===== src/rtl/li_pkg.sv =====
// Shared constants and types for the load-immediate expander.
// Opcodes, extender-mode codes, classifier kinds and FSM states live here
// so the classifier, the expander and any future consumers agree on them.
package li_pkg;

  // I-type major opcodes emitted by the expander
  localparam logic [5:0] OP_ADDIU = 6'b001001;
  localparam logic [5:0] OP_ORI   = 6'b001101;
  localparam logic [5:0] OP_LUI   = 6'b001111;

  // Immediate-extender mode applied by the datapath to each emitted word
  localparam logic [1:0] EOP_SIGN = 2'b00;
  localparam logic [1:0] EOP_ZERO = 2'b01;
  localparam logic [1:0] EOP_LUI  = 2'b10;

  // Shortest instruction sequence able to materialise a constant
  typedef enum logic [1:0] {
    KIND_ADDIU = 2'd0,  // one addiu, sign-extended low half
    KIND_ORI   = 2'd1,  // one ori, zero-extended low half
    KIND_LUI   = 2'd2,  // one lui, low half is zero
    KIND_PAIR  = 2'd3   // lui then ori
  } kind_e;

  // Output-side FSM: what, if anything, is currently held on out_*
  typedef enum logic [1:0] {
    S_IDLE   = 2'd0,  // nothing held
    S_ONE    = 2'd1,  // single-word request held, last=1
    S_FIRST  = 2'd2,  // lui of a pair held, ori still pending
    S_SECOND = 2'd3   // ori of a pair held, last=1
  } state_e;

  // Pack an I-type instruction word
  function automatic logic [31:0] enc_itype(input logic [5:0]  op,
                                            input logic [4:0]  rs,
                                            input logic [4:0]  rt,
                                            input logic [15:0] imm);
    return {op, rs, rt, imm};
  endfunction

endpackage


===== src/rtl/li_expander_if.sv =====
// Request/response bundle of the load-immediate expander.
// master = test-program generator plus instruction-memory consumer side,
// slave  = the expander itself.
interface li_expander_if;

  // request side: constant plus destination register
  logic        in_valid;
  logic        in_ready;
  logic [31:0] in_value;
  logic [4:0]  in_rt;

  // response side: one encoded instruction word per handshake
  logic        out_valid;
  logic        out_ready;
  logic [31:0] out_instr;
  logic [1:0]  out_eop;
  logic        out_last;

  modport master (
    output in_valid, in_value, in_rt, out_ready,
    input  in_ready, out_valid, out_instr, out_eop, out_last
  );

  modport slave (
    input  in_valid, in_value, in_rt, out_ready,
    output in_ready, out_valid, out_instr, out_eop, out_last
  );

endinterface


===== src/rtl/li_classify.sv =====
// Classifies a 32-bit constant into the shortest load sequence.
// Latency: purely combinational. Backpressure: none, no state.
// ADDIU_SHORT_EN enables the single-addiu form for signed 16-bit values.
module li_classify
  import li_pkg::*;
(
  input  logic [31:0] value_i,
  output kind_e       kind_o,
  output logic [15:0] hi16_o,
  output logic [15:0] lo16_o
);

  assign hi16_o = value_i[31:16];
  assign lo16_o = value_i[15:0];

  // Lower-priority rules first, the addiu rule overrides them when enabled
  always_comb begin
    kind_o = KIND_PAIR;
    if (value_i[31:16] == 16'h0000) begin
      kind_o = KIND_ORI;
    end else if (value_i[15:0] == 16'h0000) begin
      kind_o = KIND_LUI;
    end
`ifdef ADDIU_SHORT_EN
    // upper 17 bits all equal: the value fits a sign-extended 16-bit imm
    if (value_i[31:15] == {17{value_i[15]}}) begin
      kind_o = KIND_ADDIU;
    end
`endif
  end

endmodule


===== src/rtl/li_expander.sv =====
// Load-immediate expander: constant + rt -> one or two I-type words tagged with extender mode.
// Latency: request accepted at edge N presents its first word from N+1; pairs add one word.
// Backpressure: held word frozen while !out_ready; in_ready only when idle or the last word retires.
// Optional feature: define ADDIU_SHORT_EN to emit a single addiu for signed 16-bit constants.
module li_expander
  import li_pkg::*;
(
  input logic          clk,
  input logic          reset,
  li_expander_if.slave bus
);

  // output-side state and the held word
  state_e      state_q, state_d;
  logic [31:0] instr_q, instr_d;
  logic [1:0]  eop_q,   eop_d;
  logic        last_q,  last_d;

  // remembered operands for the ori half of a lui+ori pair
  logic [4:0]  rt_q, rt_d;
  logic [15:0] lo_q, lo_d;

  // classifier results for the request currently offered
  kind_e       kind;
  logic [15:0] hi16;
  logic [15:0] lo16;

  logic        out_vld;
  logic        out_hs;
  logic        in_rdy;
  logic        accept;

  li_classify u_classify (
    .value_i (bus.in_value),
    .kind_o  (kind),
    .hi16_o  (hi16),
    .lo16_o  (lo16)
  );

  // A word is held in every state except IDLE; out_* come straight from
  // registers so nothing on the request side reaches them combinationally.
  assign out_vld = (state_q != S_IDLE);
  assign out_hs  = out_vld && bus.out_ready;

  // A new request may enter when nothing is held, or when the final word of
  // the current request leaves this very cycle. Held low throughout reset.
  assign in_rdy  = reset && ((state_q == S_IDLE) || (out_vld && last_q && bus.out_ready));
  assign accept  = bus.in_valid && in_rdy;

  assign bus.in_ready  = in_rdy;
  assign bus.out_valid = out_vld;
  assign bus.out_instr = instr_q;
  assign bus.out_eop   = eop_q;
  assign bus.out_last  = last_q;

  // Next state: retire the presented word, then load a newly accepted request
  always_comb begin
    state_d = state_q;
    instr_d = instr_q;
    eop_d   = eop_q;
    last_d  = last_q;
    rt_d    = rt_q;
    lo_d    = lo_q;

    case (state_q)
      S_IDLE: begin
      end
      S_FIRST: begin
        // lui taken: follow with ori rt,rt,lo to fill the low half
        if (out_hs) begin
          state_d = S_SECOND;
          instr_d = enc_itype(OP_ORI, rt_q, rt_q, lo_q);
          eop_d   = EOP_ZERO;
          last_d  = 1'b1;
        end
      end
      S_ONE, S_SECOND: begin
        // final word taken: go empty unless a request is loaded below
        if (out_hs) begin
          state_d = S_IDLE;
          instr_d = '0;
          eop_d   = EOP_SIGN;
          last_d  = 1'b0;
        end
      end
      default: begin
        state_d = S_IDLE;
      end
    endcase

    // accept implies the output register is free (idle or last word leaving)
    if (accept) begin
      rt_d = bus.in_rt;
      lo_d = lo16;
      case (kind)
        KIND_ADDIU: begin
          state_d = S_ONE;
          instr_d = enc_itype(OP_ADDIU, 5'd0, bus.in_rt, lo16);
          eop_d   = EOP_SIGN;
          last_d  = 1'b1;
        end
        KIND_ORI: begin
          state_d = S_ONE;
          instr_d = enc_itype(OP_ORI, 5'd0, bus.in_rt, lo16);
          eop_d   = EOP_ZERO;
          last_d  = 1'b1;
        end
        KIND_LUI: begin
          state_d = S_ONE;
          instr_d = enc_itype(OP_LUI, 5'd0, bus.in_rt, hi16);
          eop_d   = EOP_LUI;
          last_d  = 1'b1;
        end
        default: begin
          // KIND_PAIR: lui first, ori comes from rt_q/lo_q afterwards
          state_d = S_FIRST;
          instr_d = enc_itype(OP_LUI, 5'd0, bus.in_rt, hi16);
          eop_d   = EOP_LUI;
          last_d  = 1'b0;
        end
      endcase
    end
  end

  // State register; reset drops any held word, including a half-sent pair
  always_ff @(posedge clk) begin
    if (!reset) begin
      state_q <= S_IDLE;
      instr_q <= '0;
      eop_q   <= EOP_SIGN;
      last_q  <= 1'b0;
      rt_q    <= '0;
      lo_q    <= '0;
    end else begin
      state_q <= state_d;
      instr_q <= instr_d;
      eop_q   <= eop_d;
      last_q  <= last_d;
      rt_q    <= rt_d;
      lo_q    <= lo_d;
    end
  end

endmodule


===== src/flat_wrapper.sv =====
// flat-port wrapper written by rule: the top's interface ports become plain ports
module li_expander_flat import li_pkg::*;
  (clk, reset, bus_in_valid, bus_in_value, bus_in_rt, bus_out_ready, bus_in_ready, bus_out_valid, bus_out_instr, bus_out_eop, bus_out_last);
  li_expander_if bus_i ();
  input logic clk;
  input logic reset;
  input wire logic [$bits(bus_i.in_valid)-1:0] bus_in_valid;
  input wire logic [$bits(bus_i.in_value)-1:0] bus_in_value;
  input wire logic [$bits(bus_i.in_rt)-1:0] bus_in_rt;
  input wire logic [$bits(bus_i.out_ready)-1:0] bus_out_ready;
  output wire logic [$bits(bus_i.in_ready)-1:0] bus_in_ready;
  output wire logic [$bits(bus_i.out_valid)-1:0] bus_out_valid;
  output wire logic [$bits(bus_i.out_instr)-1:0] bus_out_instr;
  output wire logic [$bits(bus_i.out_eop)-1:0] bus_out_eop;
  output wire logic [$bits(bus_i.out_last)-1:0] bus_out_last;
  assign bus_i.in_valid = bus_in_valid;
  assign bus_i.in_value = bus_in_value;
  assign bus_i.in_rt = bus_in_rt;
  assign bus_i.out_ready = bus_out_ready;
  assign bus_in_ready = bus_i.in_ready;
  assign bus_out_valid = bus_i.out_valid;
  assign bus_out_instr = bus_i.out_instr;
  assign bus_out_eop = bus_i.out_eop;
  assign bus_out_last = bus_i.out_last;
  li_expander u_core (.clk(clk), .reset(reset), .bus(bus_i));
endmodule

===== config.mk =====
export PLATFORM = sky130hd
export DESIGN_NAME = li_expander_flat
export DESIGN_NICKNAME = d
export VERILOG_FILES = /design/src/rtl/li_pkg.sv /design/src/rtl/li_expander_if.sv /design/src/rtl/li_classify.sv /design/src/rtl/li_expander.sv /design/src/flat_wrapper.sv
export SDC_FILE = /design/constraint.sdc
export NUM_CORES = 1
export LEC_CHECK = 0
export CAP_MARGIN = 10
export CORE_UTILIZATION = 36
export DETAILED_ROUTE_END_ITERATION = 6
export HOLD_SLACK_MARGIN = 0.1
export PLACE_DENSITY_LB_ADDON = 0.3
export SYNTH_ARGS = -nofsm -noshare
export SYNTH_HDL_FRONTEND = slang
export SYNTH_SLANG_ARGS = --single-unit
export TNS_END_PERCENT = 50

===== constraint.sdc =====
create_clock -name clk -period 3.1 [get_ports clk]
set_input_delay 0.62 -clock clk [delete_from_list [all_inputs] [get_ports clk]]
set_output_delay 0.62 -clock clk [all_outputs]
set_load 0.02 [all_outputs]

* Word level (Yosys, flattened, before mapping)
Index checks and enable logic that the tools add are counted.
Cells by class: equality and inequality tests 7, mux-type cells 21, reduce and logical (&&, ||, !) cells 15
Operator list (count):
- $mux W32 | 3
- $pmux W32 S2 | 1
- $pmux W29 S2 | 1
- $logic_not A16 Y1 | 2
- $mux W2 | 7
- $pmux W2 S2 | 3
- $eq A2 B2 Y1 const B | 3
- $ne A3 B1 Y1 const B | 2
- $logic_and A1 B1 Y1 | 5
- $mux W1 | 5
- $eq A2 B1 Y1 const B | 2
- $logic_not A2 Y1 | 2
- $reduce_and A3 Y1 | 1
- $reduce_bool A3 Y1 | 1
- $reduce_or A3 Y1 | 1
- $pmux W1 S2 | 1
- $reduce_bool A2 Y1 | 1
- $reduce_or A2 Y1 | 1
- $logic_or A1 B1 Y1 | 1
Word-level totals: register bits after elaboration 58, bits of input ports 41, output and inout bits 37, word-level logic and storage cells 49

* Logic depth before layout (Yosys ltp)
depth after elaboration 8, depth in mapped cells 9, gate-level depth less buffers 4

* Modules after synthesis
A second synthesis with hierarchy kept.
Second synthesis, totals: cells, all modules 348, area, all modules 2879.0 sq um
By module, submodules not included:
- li_expander | times used 1, cells an instance 305, area each 2544.9 sq um, seq. area each 1061.0 sq um
- li_classify | times used 1, cells an instance 43, area each 334.1 sq um, seq. area each 0.0 sq um

* Least setup slack after synthesis
OpenSTA, ideal clock, no wires.
path kind reg2out, start point register u_core.state_q[0], end point output bus_in_ready, arrival time 1.216 ns, data required time 2.480 ns, slack 1.264 ns, stages on the path, launching flop included 5, buffers on the path 2, cells stage by stage dfxtp_1 -> buf_6 -> or2_1 -> buf_6 -> a21oi_1
On the way: cells in the longest elaborated chain, start to end 5, elaborated cells on any way between the ends 6, classes of those cells 6 x reduce/logical
RTL lines:
- start, declared | RTL line li_expander.sv:14 | state_e state_q, state_d;
- start signal, assigned | RTL line li_expander.sv:135 | state_q <= state_d;
- $reduce_bool A2 Y1 | RTL line li_expander.sv:42 | assign out_vld = (state_q != S_IDLE);
- named net bus_out_valid | RTL line flat_wrapper.sv:12 | output wire logic [$bits(bus_i.out_valid)-1:0] bus_out_valid;
- $logic_and A1 B1 Y1 (2 in a row) | RTL line li_expander.sv:47 | assign in_rdy = reset && ((state_q == S_IDLE) || (out_vld && last_q && bus.out_ready));
- $logic_or A1 B1 Y1 | RTL line li_expander.sv:47
- $logic_and A1 B1 Y1 | RTL line li_expander.sv:47
- end, declared | RTL line flat_wrapper.sv:11 | output wire logic [$bits(bus_i.in_ready)-1:0] bus_in_ready;
The timed path passes the listed nets, and every way through them passes these cells.

* Worst setup path in the final report
start point input bus_out_ready, end point output bus_in_ready
On the way: cells in the longest elaborated chain, start to end 3
RTL lines:
- start, declared | RTL line flat_wrapper.sv:10 | input wire logic [$bits(bus_i.out_ready)-1:0] bus_out_ready;
- $logic_and A1 B1 Y1 | RTL line li_expander.sv:47
- $logic_or A1 B1 Y1 | RTL line li_expander.sv:47
- $logic_and A1 B1 Y1 | RTL line li_expander.sv:47
No other way between the ends.

==> results.json <==
{
  "status": "finished clean",
  "grt_pass1_wl_mm": 10.3,
  "ctsResizeCount": 0,
  "clkTransAtPathRegs_ns": 0.10,
  "htree_levels": 2,
  "grt_use_total_pct": 20.0,
  "clkSinkCount": 52,
  "gr-total-overflow": 0,
  "synth-seq-area-share_pct": 44.9,
  "area_delta_synth_final_pct": 35.0,
  "syn_inst": 282,
  "clkPwrFrac_pct": 26.6,
  "cp.required_ns": 2.48,
  "layout_worst_path_cycle_share_pct": 87.3,
  "p_comb_share_pct": 24.7,
  "cts_buffers": 5,
  "fp.dieH_um": 82.3,
  "power_frac_seq_pct": 48.6,
  "grt_max_degree": 51,
  "cap_violations": 0,
  "holdCritPathClass": "flop to flop",
  "rows": 28,
  "die_w_um": 82.3,
  "finClkSkew_ns": 0.00630,
  "p_sw_share_pct": 31.1,
  "antenna_cells": 0,
  "pin_count": 78,
  "arrival_ns": 2.08,
  "clock-root-buffer": "clkbuf_8",
  "syn_area_mm2": 0.00232,
  "slew_headroom_pct": 37.3,
  "ir_drop_uv": 289,
  "tns_ns": 0,
  "via_per_inst": 5.41,
  "antenna_left": 0,
  "worstMarginPinSlew_ns": 0.941,
  "yosys.area.top_type_share_pct": 44.9,
  "finalSetupViolations": 0,
  "timing.fmax_mhz": 370,
  "drive_gt1_share_pct": 4.65,
  "async_reset_ff_share_pct": 0,
  "grt_pass1_vias": 2014,
  "worstSkewPairLatency_ns": 0.31,
  "rsz0062_at_grt": "false",
  "synth_cell_type_count": 31,
  "p_leak_nw": 1.11,
  "synth_most_common_cell": "dfxtp_1",
  "p_per_area_mw_per_mm2": 490,
  "yosys-top-cells-area": "dfxtp_1 45%, a21oi_1 8.9%, nand3_1 6.9%",
  "crit_path_start_kind": "input pin",
  "drt_iter0_drc": 195,
  "drt_wl_total_mm": 6.41,
  "hold_viol": 0,
  "wl_per_cell_um": 15.3,
  "vias": 2267,
  "gp_congestion": 0.810,
  "dpl.hpwl_mm": 4.37,
  "cts_hold_buf": 0,
  "crit_type": "input pin to primary output",
  "initial_core_util_pct": 38.3,
  "synth_commonest_cells": "52 x dfxtp_1, 42 x nand2_1, 41 x a21oi_1",
  "synth_area_leader_cell": "dfxtp_1",
  "clockBufferDepth": 2,
  "grt_antenna_before_repair": 0,
  "post-cts-setup-buffers": 0,
  "synth_warnings": 0,
  "die_area_mm2": 0.00677,
  "slew_violations": 0,
  "finalCriticalPeriod_ns": 2.70,
  "nets": 384,
  "cts_tree": "built",
  "synth-seq-cells": 52,
  "drt_pass1_iterations": 5,
  "synth_area_per_cell_um2": 8.22,
  "post-place-ws_ns": 0.396,
  "synth_edf_count": 0,
  "p_int_mw": 1.06,
  "yosys_most_used_dff": "dfxtp_1",
  "cp_max_fo": 5,
  "core_mm2": 0.00606,
  "critPathCaptureType": "primary output",
  "switching_power_mw": 0.477,
  "drc_errors": 0,
  "layout_setup_ws_ns": 0.395,
  "io_buffers": 75
}
-- power by group through the flow --
stage | Combinational [mW] | Clock (mW) | Sequential [mW]
after floorplan | 0.183 | 0 | 0.794
after global placement | 0.376 | 0 | 0.760
after detailed placement | 0.378 | 0 | 0.761
after CTS | 0.380 | 0.417 | 0.745
after global routing | 0.413 | 0.449 | 0.752
final | 0.379 | 0.409 | 0.745
-- per-layer routing --
| metal | share of wire, % | GRT usage (%) | up-vias |
|---|---|---|---|
| met5 | 0 | 0 | - |
| met4 | 0.64 | 4.21 | 0 |
| met3 | 8.2 | 4.51 | 4 |
| met2 | 45 | 30.5 | 99 |
| met1 | 46 | 28.6 | 1034 |
| li1 | - | - | 1130 |
-- final cells by class --
type	instances	area (um2)
clock buffer	5	68.8
multi-input combinational	199	1070
timing repair buffer	82	816
fill	589	2930
sequential	52	1040
clock inverter	3	26.3
inverter	3	11.3
tap	75	93.8
-- critical path, cell delays in order --
cell and delay, ns:
clkdlybuf4s50_1 0.53, nand2_1 0.14, a21oi_1 0.18, clkdlybuf4s50_1 0.61
-- cells by family after synthesis --
| kind of cell | share of synthesized area, % |
|---|---|
| AOI/OAI and AO/OA | 23.0 |
| buffers and inverters | 9.34 |
| DFF | 44.9 |
| and+or+nand+nor | 20.0 |
| muxes | 2.59 |
| other | 0.162 |
-- flip-flops by register name (all words and copies together) (netlist names) --
name and count:
u_core.bus.out_instr 28, u_core.lo_q 16, u_core.bus.out_eop 1, u_core.rt_q 5
u_core.state_q 2
-- placed cells by master (no fill, tap or decap), drive strengths merged, types with 6 or more instances in the layout --
master / count
dfxtp: 52
a21oi: 42
clkdlybuf4s50: 75
o21ai: 20
nor4: 8
buf: 7
mux2i: 6
nand2: 42
a31oi: 17
nor2: 6
nand3: 32
-- per-stage QoR --
stage	hold WS (ns)	instance area, um2	power, mW	util, %	std cells
after floorplan	0.437	2320	0.977	-	283
after CTS	0.462	3130	1.54	51.6	419
after global routing	0.477	3130	1.61	51.6	419
final	0.461	3130	1.53	51.6	419
after detailed placement	0.448	3030	1.14	50.1	411
after global placement	0.437	3030	1.14	50.1	411
-- path summary, 6_finish.rpt --
kind,endpoint,cells past startpoint,slack [ns],from
worst max-delay path,bus_in_ready,4,0.40,bus_out_ready
worst min-delay path,u_core.lo_q[7]$_SDFFE_PN0N_,2,0.46,u_core.lo_q[7]$_SDFFE_PN0N_
worst max register to register,u_core.bus.out_instr[20]$_SDFFE_PN0P_,4,0.99,u_core.state_q[0]$_SDFFE_PN0P_
worst min register to register,u_core.lo_q[7]$_SDFFE_PN0N_,2,0.46,u_core.lo_q[7]$_SDFFE_PN0N_
(Power assumes the default switching activity.)
